## src/rtl/pic_bus_pkg.sv

```systemverilog
// Shared types and constants for the 8259A host-side bus sequencer.
// Latency: n/a (declarations only).
// Backpressure: n/a.
package pic_bus_pkg;

    // Sequencer states. IDLE must stay the encoding that reset forces.
    typedef enum logic [2:0] {
        ST_IDLE,
        ST_SETUP,
        ST_STROBE,
        ST_HOLD,
        ST_INTA_LOW,
        ST_INTA_GAP,
        ST_DONE
    } seq_state_e;

    // Number of INTA_n pulses the PIC expects per acknowledge.
    localparam int INTA_PULSES_8086 = 2;
    localparam int INTA_PULSES_8080 = 3;

    // First byte the PIC returns in 8080 mode (CALL opcode).
    localparam logic [7:0] CALL_OPCODE_8080 = 8'hCD;

    // Largest of three cycle counts; sizes the shared strobe timer.
    function automatic int max3(input int a, input int b, input int c);
        int m;
        m = (a > b) ? a : b;
        return (m > c) ? m : c;
    endfunction

endpackage

```

## src/rtl/pic_host_bus_sequencer_if.sv

```systemverilog
// Host command/response handshake plus the 8259A pin-level bus.
// Latency: n/a (wiring only).
// Backpressure: cmd_valid/cmd_ready; host must hold a request until accepted.
interface pic_host_bus_sequencer_if;

    // Host request / response
    logic        cmd_valid;
    logic        cmd_ready;
    logic        cmd_read;
    logic        cmd_a0;
    logic [7:0]  cmd_data;
    logic        rsp_valid;
    logic [7:0]  rsp_data;

    // PIC pins
    logic        chip_select_n;
    logic        read_enable_n;
    logic        write_enable_n;
    logic        address;
    logic [7:0]  data_bus_out;
    logic        data_bus_io;
    logic [7:0]  data_bus_in;
    logic        interrupt;
    logic        interrupt_acknowledge_n;

    // Acknowledge result and status
    logic        vector_valid;
    logic [15:0] vector;
    logic        busy;

    // The sequencer: drives the PIC strobes and answers the host.
    modport master (
        input  cmd_valid, cmd_read, cmd_a0, cmd_data, data_bus_in, interrupt,
        output cmd_ready, rsp_valid, rsp_data,
        output chip_select_n, read_enable_n, write_enable_n, address,
        output data_bus_out, data_bus_io, interrupt_acknowledge_n,
        output vector_valid, vector, busy
    );

    // The environment: host plus PIC.
    modport slave (
        output cmd_valid, cmd_read, cmd_a0, cmd_data, data_bus_in, interrupt,
        input  cmd_ready, rsp_valid, rsp_data,
        input  chip_select_n, read_enable_n, write_enable_n, address,
        input  data_bus_out, data_bus_io, interrupt_acknowledge_n,
        input  vector_valid, vector, busy
    );

endinterface

```

## src/rtl/pic_strobe_timer.sv

```systemverilog
// Load/count-down timer shared by every timed sequencer state.
// Latency: expired rises load_val clocks after the load cycle.
// Backpressure: none; load always wins over counting.
module pic_strobe_timer #(
    parameter int WIDTH = 2
) (
    input  logic             clock,
    input  logic             reset,
    input  logic             load,
    input  logic [WIDTH-1:0] load_val,
    output logic             expired
);

    logic [WIDTH-1:0] cnt_q;
    logic [WIDTH-1:0] cnt_d;

    // Reload on state entry, otherwise count down and park at zero.
    always_comb begin
        cnt_d = cnt_q;
        if (load) begin
            cnt_d = load_val;
        end else if (cnt_q != '0) begin
            cnt_d = cnt_q - WIDTH'(1);
        end
    end

    // Counter register.
    always_ff @(posedge clock) begin
        if (reset) begin
            cnt_q <= '0;
        end else begin
            cnt_q <= cnt_d;
        end
    end

    assign expired = (cnt_q == '0);

endmodule

```

## src/rtl/pic_host_bus_sequencer.sv

```systemverilog
// Host-side 8259A initiator: timed CS_n/WR_n/RD_n/A0 cycles and INTA_n acknowledge.
// Latency: write accept->DONE = 2*SETUP+STROBE+1 clocks; INTA = pulses*STROBE+gaps+1.
// Backpressure: cmd_ready only in IDLE with no INT pending; no request queue.
module pic_host_bus_sequencer
    import pic_bus_pkg::*;
#(
    parameter int STROBE_CYCLES = 2,
    parameter int SETUP_CYCLES  = 1,
    parameter int GAP_CYCLES    = 1,
    parameter bit MODE_8086     = 1'b1
) (
    input  logic                       clock,
    input  logic                       reset,
    pic_host_bus_sequencer_if.master   bus
);

    localparam int MAX_CYCLES = max3(STROBE_CYCLES, SETUP_CYCLES, GAP_CYCLES);
    localparam int TW         = $clog2(MAX_CYCLES + 1);

    // Timer loads N-1 so the Nth cycle of a state is the one that sees expired.
    localparam logic [TW-1:0] LD_STROBE = TW'(STROBE_CYCLES - 1);
    localparam logic [TW-1:0] LD_SETUP  = TW'(SETUP_CYCLES - 1);
    localparam logic [TW-1:0] LD_GAP    = TW'(GAP_CYCLES - 1);

    localparam logic [1:0] LAST_PULSE =
        2'(MODE_8086 ? (INTA_PULSES_8086 - 1) : (INTA_PULSES_8080 - 1));

    seq_state_e  state_q,    state_d;
    logic        read_q,     read_d;
    logic        a0_q,       a0_d;
    logic [7:0]  data_q,     data_d;
    logic        inta_q,     inta_d;
    logic [1:0]  pcnt_q,     pcnt_d;
    logic [7:0]  byte2_q,    byte2_d;
    logic [7:0]  rsp_data_q, rsp_data_d;
    logic [15:0] vector_q,   vector_d;

    logic          tmr_load;
    logic [TW-1:0] tmr_val;
    logic          tmr_expired;

    pic_strobe_timer #(
        .WIDTH (TW)
    ) u_timer (
        .clock    (clock),
        .reset    (reset),
        .load     (tmr_load),
        .load_val (tmr_val),
        .expired  (tmr_expired)
    );

    // Next-state and pin decode; pins are pure functions of the registered state.
    always_comb begin
        state_d    = state_q;
        read_d     = read_q;
        a0_d       = a0_q;
        data_d     = data_q;
        inta_d     = inta_q;
        pcnt_d     = pcnt_q;
        byte2_d    = byte2_q;
        rsp_data_d = rsp_data_q;
        vector_d   = vector_q;
        tmr_load   = 1'b0;
        tmr_val    = '0;

        bus.cmd_ready               = 1'b0;
        bus.rsp_valid               = 1'b0;
        bus.vector_valid            = 1'b0;
        bus.chip_select_n           = 1'b1;
        bus.read_enable_n           = 1'b1;
        bus.write_enable_n          = 1'b1;
        bus.interrupt_acknowledge_n = 1'b1;
        bus.address                 = 1'b0;
        bus.data_bus_out            = 8'h00;
        bus.data_bus_io             = 1'b0;

        case (state_q)
            ST_IDLE: begin
                // A pending INT beats a host request; the request stays held.
                if (bus.interrupt) begin
                    state_d  = ST_INTA_LOW;
                    inta_d   = 1'b1;
                    pcnt_d   = 2'd0;
                    tmr_load = 1'b1;
                    tmr_val  = LD_STROBE;
                end else if (bus.cmd_valid && !reset) begin
                    bus.cmd_ready = 1'b1;
                    state_d  = ST_SETUP;
                    inta_d   = 1'b0;
                    read_d   = bus.cmd_read;
                    a0_d     = bus.cmd_a0;
                    data_d   = bus.cmd_data;
                    tmr_load = 1'b1;
                    tmr_val  = LD_SETUP;
                end
            end

            ST_SETUP: begin
                bus.chip_select_n = 1'b0;
                bus.address       = a0_q;
                bus.data_bus_io   = ~read_q;
                bus.data_bus_out  = read_q ? 8'h00 : data_q;
                if (tmr_expired) begin
                    state_d  = ST_STROBE;
                    tmr_load = 1'b1;
                    tmr_val  = LD_STROBE;
                end
            end

            ST_STROBE: begin
                bus.chip_select_n  = 1'b0;
                bus.address        = a0_q;
                bus.data_bus_io    = ~read_q;
                bus.data_bus_out   = read_q ? 8'h00 : data_q;
                bus.read_enable_n  = ~read_q;
                bus.write_enable_n = read_q;
                if (tmr_expired) begin
                    // Sample as late as possible, just before RD_n rises.
                    if (read_q) begin
                        rsp_data_d = bus.data_bus_in;
                    end
                    state_d  = ST_HOLD;
                    tmr_load = 1'b1;
                    tmr_val  = LD_SETUP;
                end
            end

            ST_HOLD: begin
                bus.chip_select_n = 1'b0;
                bus.address       = a0_q;
                bus.data_bus_io   = ~read_q;
                bus.data_bus_out  = read_q ? 8'h00 : data_q;
                if (tmr_expired) begin
                    state_d = ST_DONE;
                end
            end

            ST_INTA_LOW: begin
                bus.interrupt_acknowledge_n = 1'b0;
                if (tmr_expired) begin
                    // Slot 1 is the low call-address byte in 8080 mode.
                    if (pcnt_q == 2'd1) begin
                        byte2_d = bus.data_bus_in;
                    end
                    if (pcnt_q == LAST_PULSE) begin
                        vector_d = MODE_8086 ? {8'h00, bus.data_bus_in}
                                             : {bus.data_bus_in, byte2_q};
                        state_d  = ST_DONE;
                    end else begin
                        pcnt_d   = pcnt_q + 2'd1;
                        state_d  = ST_INTA_GAP;
                        tmr_load = 1'b1;
                        tmr_val  = LD_GAP;
                    end
                end
            end

            ST_INTA_GAP: begin
                if (tmr_expired) begin
                    state_d  = ST_INTA_LOW;
                    tmr_load = 1'b1;
                    tmr_val  = LD_STROBE;
                end
            end

            ST_DONE: begin
                bus.rsp_valid    = read_q & ~inta_q;
                bus.vector_valid = inta_q;
                state_d          = ST_IDLE;
            end

            default: begin
                state_d = ST_IDLE;
            end
        endcase
    end

    // State and datapath registers; reset aborts any sequence in flight.
    always_ff @(posedge clock) begin
        if (reset) begin
            state_q    <= ST_IDLE;
            read_q     <= 1'b0;
            a0_q       <= 1'b0;
            data_q     <= 8'h00;
            inta_q     <= 1'b0;
            pcnt_q     <= 2'd0;
            byte2_q    <= 8'h00;
            rsp_data_q <= 8'h00;
            vector_q   <= 16'h0000;
        end else begin
            state_q    <= state_d;
            read_q     <= read_d;
            a0_q       <= a0_d;
            data_q     <= data_d;
            inta_q     <= inta_d;
            pcnt_q     <= pcnt_d;
            byte2_q    <= byte2_d;
            rsp_data_q <= rsp_data_d;
            vector_q   <= vector_d;
        end
    end

    assign bus.rsp_data = rsp_data_q;
    assign bus.vector   = vector_q;
    assign bus.busy     = (state_q != ST_IDLE);

endmodule

```

## src/flat_wrapper.sv

```systemverilog
// flat-port wrapper written by rule: the top's interface ports become plain ports
module pic_host_bus_sequencer_flat import pic_bus_pkg::*;
#(
    parameter int STROBE_CYCLES = 2,
    parameter int SETUP_CYCLES  = 1,
    parameter int GAP_CYCLES    = 1,
    parameter bit MODE_8086     = 1'b1
)
  (clock, reset, bus_cmd_valid, bus_cmd_read, bus_cmd_a0, bus_cmd_data, bus_data_bus_in, bus_interrupt, bus_cmd_ready, bus_rsp_valid, bus_rsp_data, bus_chip_select_n, bus_read_enable_n, bus_write_enable_n, bus_address, bus_data_bus_out, bus_data_bus_io, bus_interrupt_acknowledge_n, bus_vector_valid, bus_vector, bus_busy);
  pic_host_bus_sequencer_if bus_i ();
  input  logic clock;
  input  logic reset;
  input wire logic [$bits(bus_i.cmd_valid)-1:0] bus_cmd_valid;
  input wire logic [$bits(bus_i.cmd_read)-1:0] bus_cmd_read;
  input wire logic [$bits(bus_i.cmd_a0)-1:0] bus_cmd_a0;
  input wire logic [$bits(bus_i.cmd_data)-1:0] bus_cmd_data;
  input wire logic [$bits(bus_i.data_bus_in)-1:0] bus_data_bus_in;
  input wire logic [$bits(bus_i.interrupt)-1:0] bus_interrupt;
  output wire logic [$bits(bus_i.cmd_ready)-1:0] bus_cmd_ready;
  output wire logic [$bits(bus_i.rsp_valid)-1:0] bus_rsp_valid;
  output wire logic [$bits(bus_i.rsp_data)-1:0] bus_rsp_data;
  output wire logic [$bits(bus_i.chip_select_n)-1:0] bus_chip_select_n;
  output wire logic [$bits(bus_i.read_enable_n)-1:0] bus_read_enable_n;
  output wire logic [$bits(bus_i.write_enable_n)-1:0] bus_write_enable_n;
  output wire logic [$bits(bus_i.address)-1:0] bus_address;
  output wire logic [$bits(bus_i.data_bus_out)-1:0] bus_data_bus_out;
  output wire logic [$bits(bus_i.data_bus_io)-1:0] bus_data_bus_io;
  output wire logic [$bits(bus_i.interrupt_acknowledge_n)-1:0] bus_interrupt_acknowledge_n;
  output wire logic [$bits(bus_i.vector_valid)-1:0] bus_vector_valid;
  output wire logic [$bits(bus_i.vector)-1:0] bus_vector;
  output wire logic [$bits(bus_i.busy)-1:0] bus_busy;
  assign bus_i.cmd_valid = bus_cmd_valid;
  assign bus_i.cmd_read = bus_cmd_read;
  assign bus_i.cmd_a0 = bus_cmd_a0;
  assign bus_i.cmd_data = bus_cmd_data;
  assign bus_i.data_bus_in = bus_data_bus_in;
  assign bus_i.interrupt = bus_interrupt;
  assign bus_cmd_ready = bus_i.cmd_ready;
  assign bus_rsp_valid = bus_i.rsp_valid;
  assign bus_rsp_data = bus_i.rsp_data;
  assign bus_chip_select_n = bus_i.chip_select_n;
  assign bus_read_enable_n = bus_i.read_enable_n;
  assign bus_write_enable_n = bus_i.write_enable_n;
  assign bus_address = bus_i.address;
  assign bus_data_bus_out = bus_i.data_bus_out;
  assign bus_data_bus_io = bus_i.data_bus_io;
  assign bus_interrupt_acknowledge_n = bus_i.interrupt_acknowledge_n;
  assign bus_vector_valid = bus_i.vector_valid;
  assign bus_vector = bus_i.vector;
  assign bus_busy = bus_i.busy;
  pic_host_bus_sequencer #(.STROBE_CYCLES(STROBE_CYCLES), .SETUP_CYCLES(SETUP_CYCLES), .GAP_CYCLES(GAP_CYCLES), .MODE_8086(MODE_8086)) u_core (.clock(clock), .reset(reset), .bus(bus_i));
endmodule
```

## config.mk

```make
export PLATFORM = sky130hd
export DESIGN_NAME = pic_host_bus_sequencer_flat
export DESIGN_NICKNAME = d
export VERILOG_FILES = /design/src/rtl/pic_bus_pkg.sv /design/src/rtl/pic_host_bus_sequencer_if.sv /design/src/rtl/pic_strobe_timer.sv /design/src/rtl/pic_host_bus_sequencer.sv /design/src/flat_wrapper.sv
export SDC_FILE = /design/constraint.sdc
export NUM_CORES = 1
export LEC_CHECK = 0
export ABC_AREA = 1
export CAP_MARGIN = 15
export CORE_AREA = 2 2 63 65
export CTS_CLUSTER_SIZE = 40
export DETAILED_ROUTE_END_ITERATION = 7
export DIE_AREA = 0 0 65 67
export GPL_TIMING_DRIVEN = 0
export PLACE_DENSITY = 0.9
export SLEW_MARGIN = 40
export SYNTH_ARGS = -nofsm -noshare
export SYNTH_HDL_FRONTEND = slang
export SYNTH_SLANG_ARGS = --single-unit
```

## constraint.sdc

```tcl
create_clock -name clock -period 2.1 [get_ports clock]
set_input_delay 0.42 -clock clock [delete_from_list [all_inputs] [get_ports clock]]
set_output_delay 0.42 -clock clock [all_outputs]
set_load 0.02 [all_outputs]
```

==> metrics <==
Required @ worst endpoint=1.68 ns; Storage cell area=682 um2; Finished Core Util=0.657; Max Slew Vio Count=0; clk_lat worst skew=0.29 ns; GR Util met2=0.314; post-route ant nets=0; yosys warns=0; VDD IR max=619 uV; grt met3 use=0.0490; initial antenna violation count=0; Fin. Hold Viols=0; Detailed Route WL=3690 um; ANT cells=0; Bufs and invs on worst path=1; H-tree Lvls=2; WHS Path Cells=2; Die Wd=65 um; PwrDens=1030 nW/um2; status=finished clean; IO buf count=55; area of the multi-input gates=751 um2; #FFs+latches synth=34; Worst path max stage delay=0.61 ns; worst hold-check path type=flip-flop to flip-flop; RD Place Congestion=0.915; Vias per Instance=4.69; critical path depth=3; Row Count=22; post-CTS setup buffer count=0; GRT Overall Usage=0.180; IO Pins=64; Filler Cell Count=317; TritonCTS Buffers=5; compound-gate portion of the synthesized area=0.185; Static Leak=0.988 nW; Layout Cells excl Fill=345; max cap viols=0; core area=3610 um2; largest net degree at the start of global routing=11; CP max FO=7; Sum Neg Setup Slack=0 ns; GR Overflow Total=0; multiplexer share of the synthesized area=0; vias in the first global route=1418; Synth-to-Final Area Change=43.2%; placed cell count=337; Vert. Die Dim=67 um; nets@finish=320; Setup crit end kind=output pin; largest family of logic cells by synthesized area=simple AND/OR/NAND/NOR gates; most common cell after layout, fill and taps aside=clkdlybuf4s50_1; most frequent cells in the layout=37 x clkdlybuf4s50_1, 33 x dfxtp_1, 31 x nor2_1; drt drc=0; Hold Buf Count CTS=0; DRT iter0 DRCs=78; Final Cycle Share=0.964; Syn Inst Count=227; WS Path Type=flip-flop to output pin; RSZ-0062 raised after global routing=no; Pwr Total=2.45 mW; DR vias=1617; CP arrival=1.61 ns; Synth Area in Simple Gates=0.228; Post-CTS Resized=20; wire length per cell=10.7 um; clk root buf=clkbuf_8; synth top area cells=dfxtp_1 41%, a21oi_1 7.3%, nor2_1 7.0%; CTS tree=done; Worst Clk Skew=0.00177 ns; fmax=494 MHz; drt first pass iters=4; Reg2Reg Depth=7; Clock Sink Count=34; area leader, netlist=dfxtp_1; synthesized area=1660 um2; die area=4360 um2; GRT met1 Usage=0.203; area share of fa/ha/maj cells after synthesis=0.0151; post-synth top area share=0.411; crit-path leading delay family=buffers and inverters; Max clock buf depth=2; setup violators final=0; XOR/XNOR Fraction of Synth Area=0.00529; post-synthesis sequential area ratio=0.411; slowest CP cell=clkdlybuf4s50_1; crit-path cells=nor2_2 > nand2_2 > clkdlybuf4s50_1; layout cells sized above 1=0.152; first-pass GRT wire length=5970 um; Avg Inst Size Synth=7.29 um2; hpwl dp=2880 um; CTS clk-pin slew, worst paths=0.07 ns; Tmin final=2.03 ns; Distinct cells, synth=25; GRT Max-Usage Layer=met2; CP startpoint kind=flip-flop; Initial Util=0.459
report_power, final:
group          total (mW)  switching, mW  internal, mW
Combinational        1.12          0.690         0.429
Clock               0.498          0.234         0.264
Sequential          0.832         0.0882         0.744
Total                2.45           1.01          1.44
area by class of cell:
cell class / instances / share of cell area
tap: 48 / 0.0253
timing repair buffer: 55 / 0.223
inverter: 35 / 0.0560
clock inverter: 1 / 0.00211
multi-input combinational: 148 / 0.317
buffer: 17 / 0.0528
sequential: 34 / 0.288
clock buffer: 7 / 0.0364
synth_stat cells, drive strengths merged:
master and n:
a21oi 24, buf 16, clkbuf 1, clkinv 1, conb 1, dfxtp 34
ha 2, inv 34, nand2 29, nand3 16, nor2 34, nor3 1
o21a 1, o21ai 32, xnor2 1
stage by stage:
stage	instance area [um2]	setup slack [ns]	hold WS [ns]
6_report	2370	0.0747	0.442
5_1_grt	2370	0.0226	0.463
4_1_cts	2370	0.00420	0.444
3_5_place_dp	2290	-0.407	0.434
3_3_place_gp	2290	-0.397	0.430
2_1_floorplan	1680	0.534	0.429
tightest hold or removal path: cells and delay by family (launching register included):
kind            cells  cell delay [ns]
flops               1             0.31
buf+inv             1             0.05
compound gates      1             0.05
registers in the layout (all words and copies together) (netlist names):
signal and cells:
u_core.bus.rsp_data 8, u_core.bus.vector 8, u_core.a0_q 1, u_core.inta_q 1, u_core.u_timer.cnt_q 2, u_core.data_q 8, u_core.pcnt_q 2, u_core.state_q 3
u_core.read_q 1
metal layers:
layer / part of all wire / vias up
met5: 0 / -
met4: 0.022 / 0
met3: 0.066 / 9
met2: 0.47 / 48
met1: 0.44 / 716
li1: - / 844
cells by family (layout without fill, tap and decap cells):
group,Yosys count,in the layout
AO/OA/AOI/OAI,57,57
XOR/XNOR,1,1
adder cells (fa/ha/maj),2,2
buffers and inverters,52,115
flip-flops,34,34
other,1,8
AND/OR/NAND/NOR,80,80
final timing paths:
| path | start | endpoint | slack [ns] |
|---|---|---|---|
| max reg2reg | u_core.u_timer.cnt_q[0]$_SDFFE_PP0P_ | u_core.state_q[1]$_SDFFE_PP0P_ | 0.67 |
| min reg2reg | u_core.bus.vector[7]$_SDFFE_PP0P_ | u_core.bus.vector[7]$_SDFFE_PP0P_ | 0.44 |
| min | u_core.bus.vector[7]$_SDFFE_PP0P_ | u_core.bus.vector[7]$_SDFFE_PP0P_ | 0.44 |
| max | u_core.state_q[0]$_SDFFE_PP0P_ | bus_busy | 0.07 |
Power figures use the tool's default switching activity.
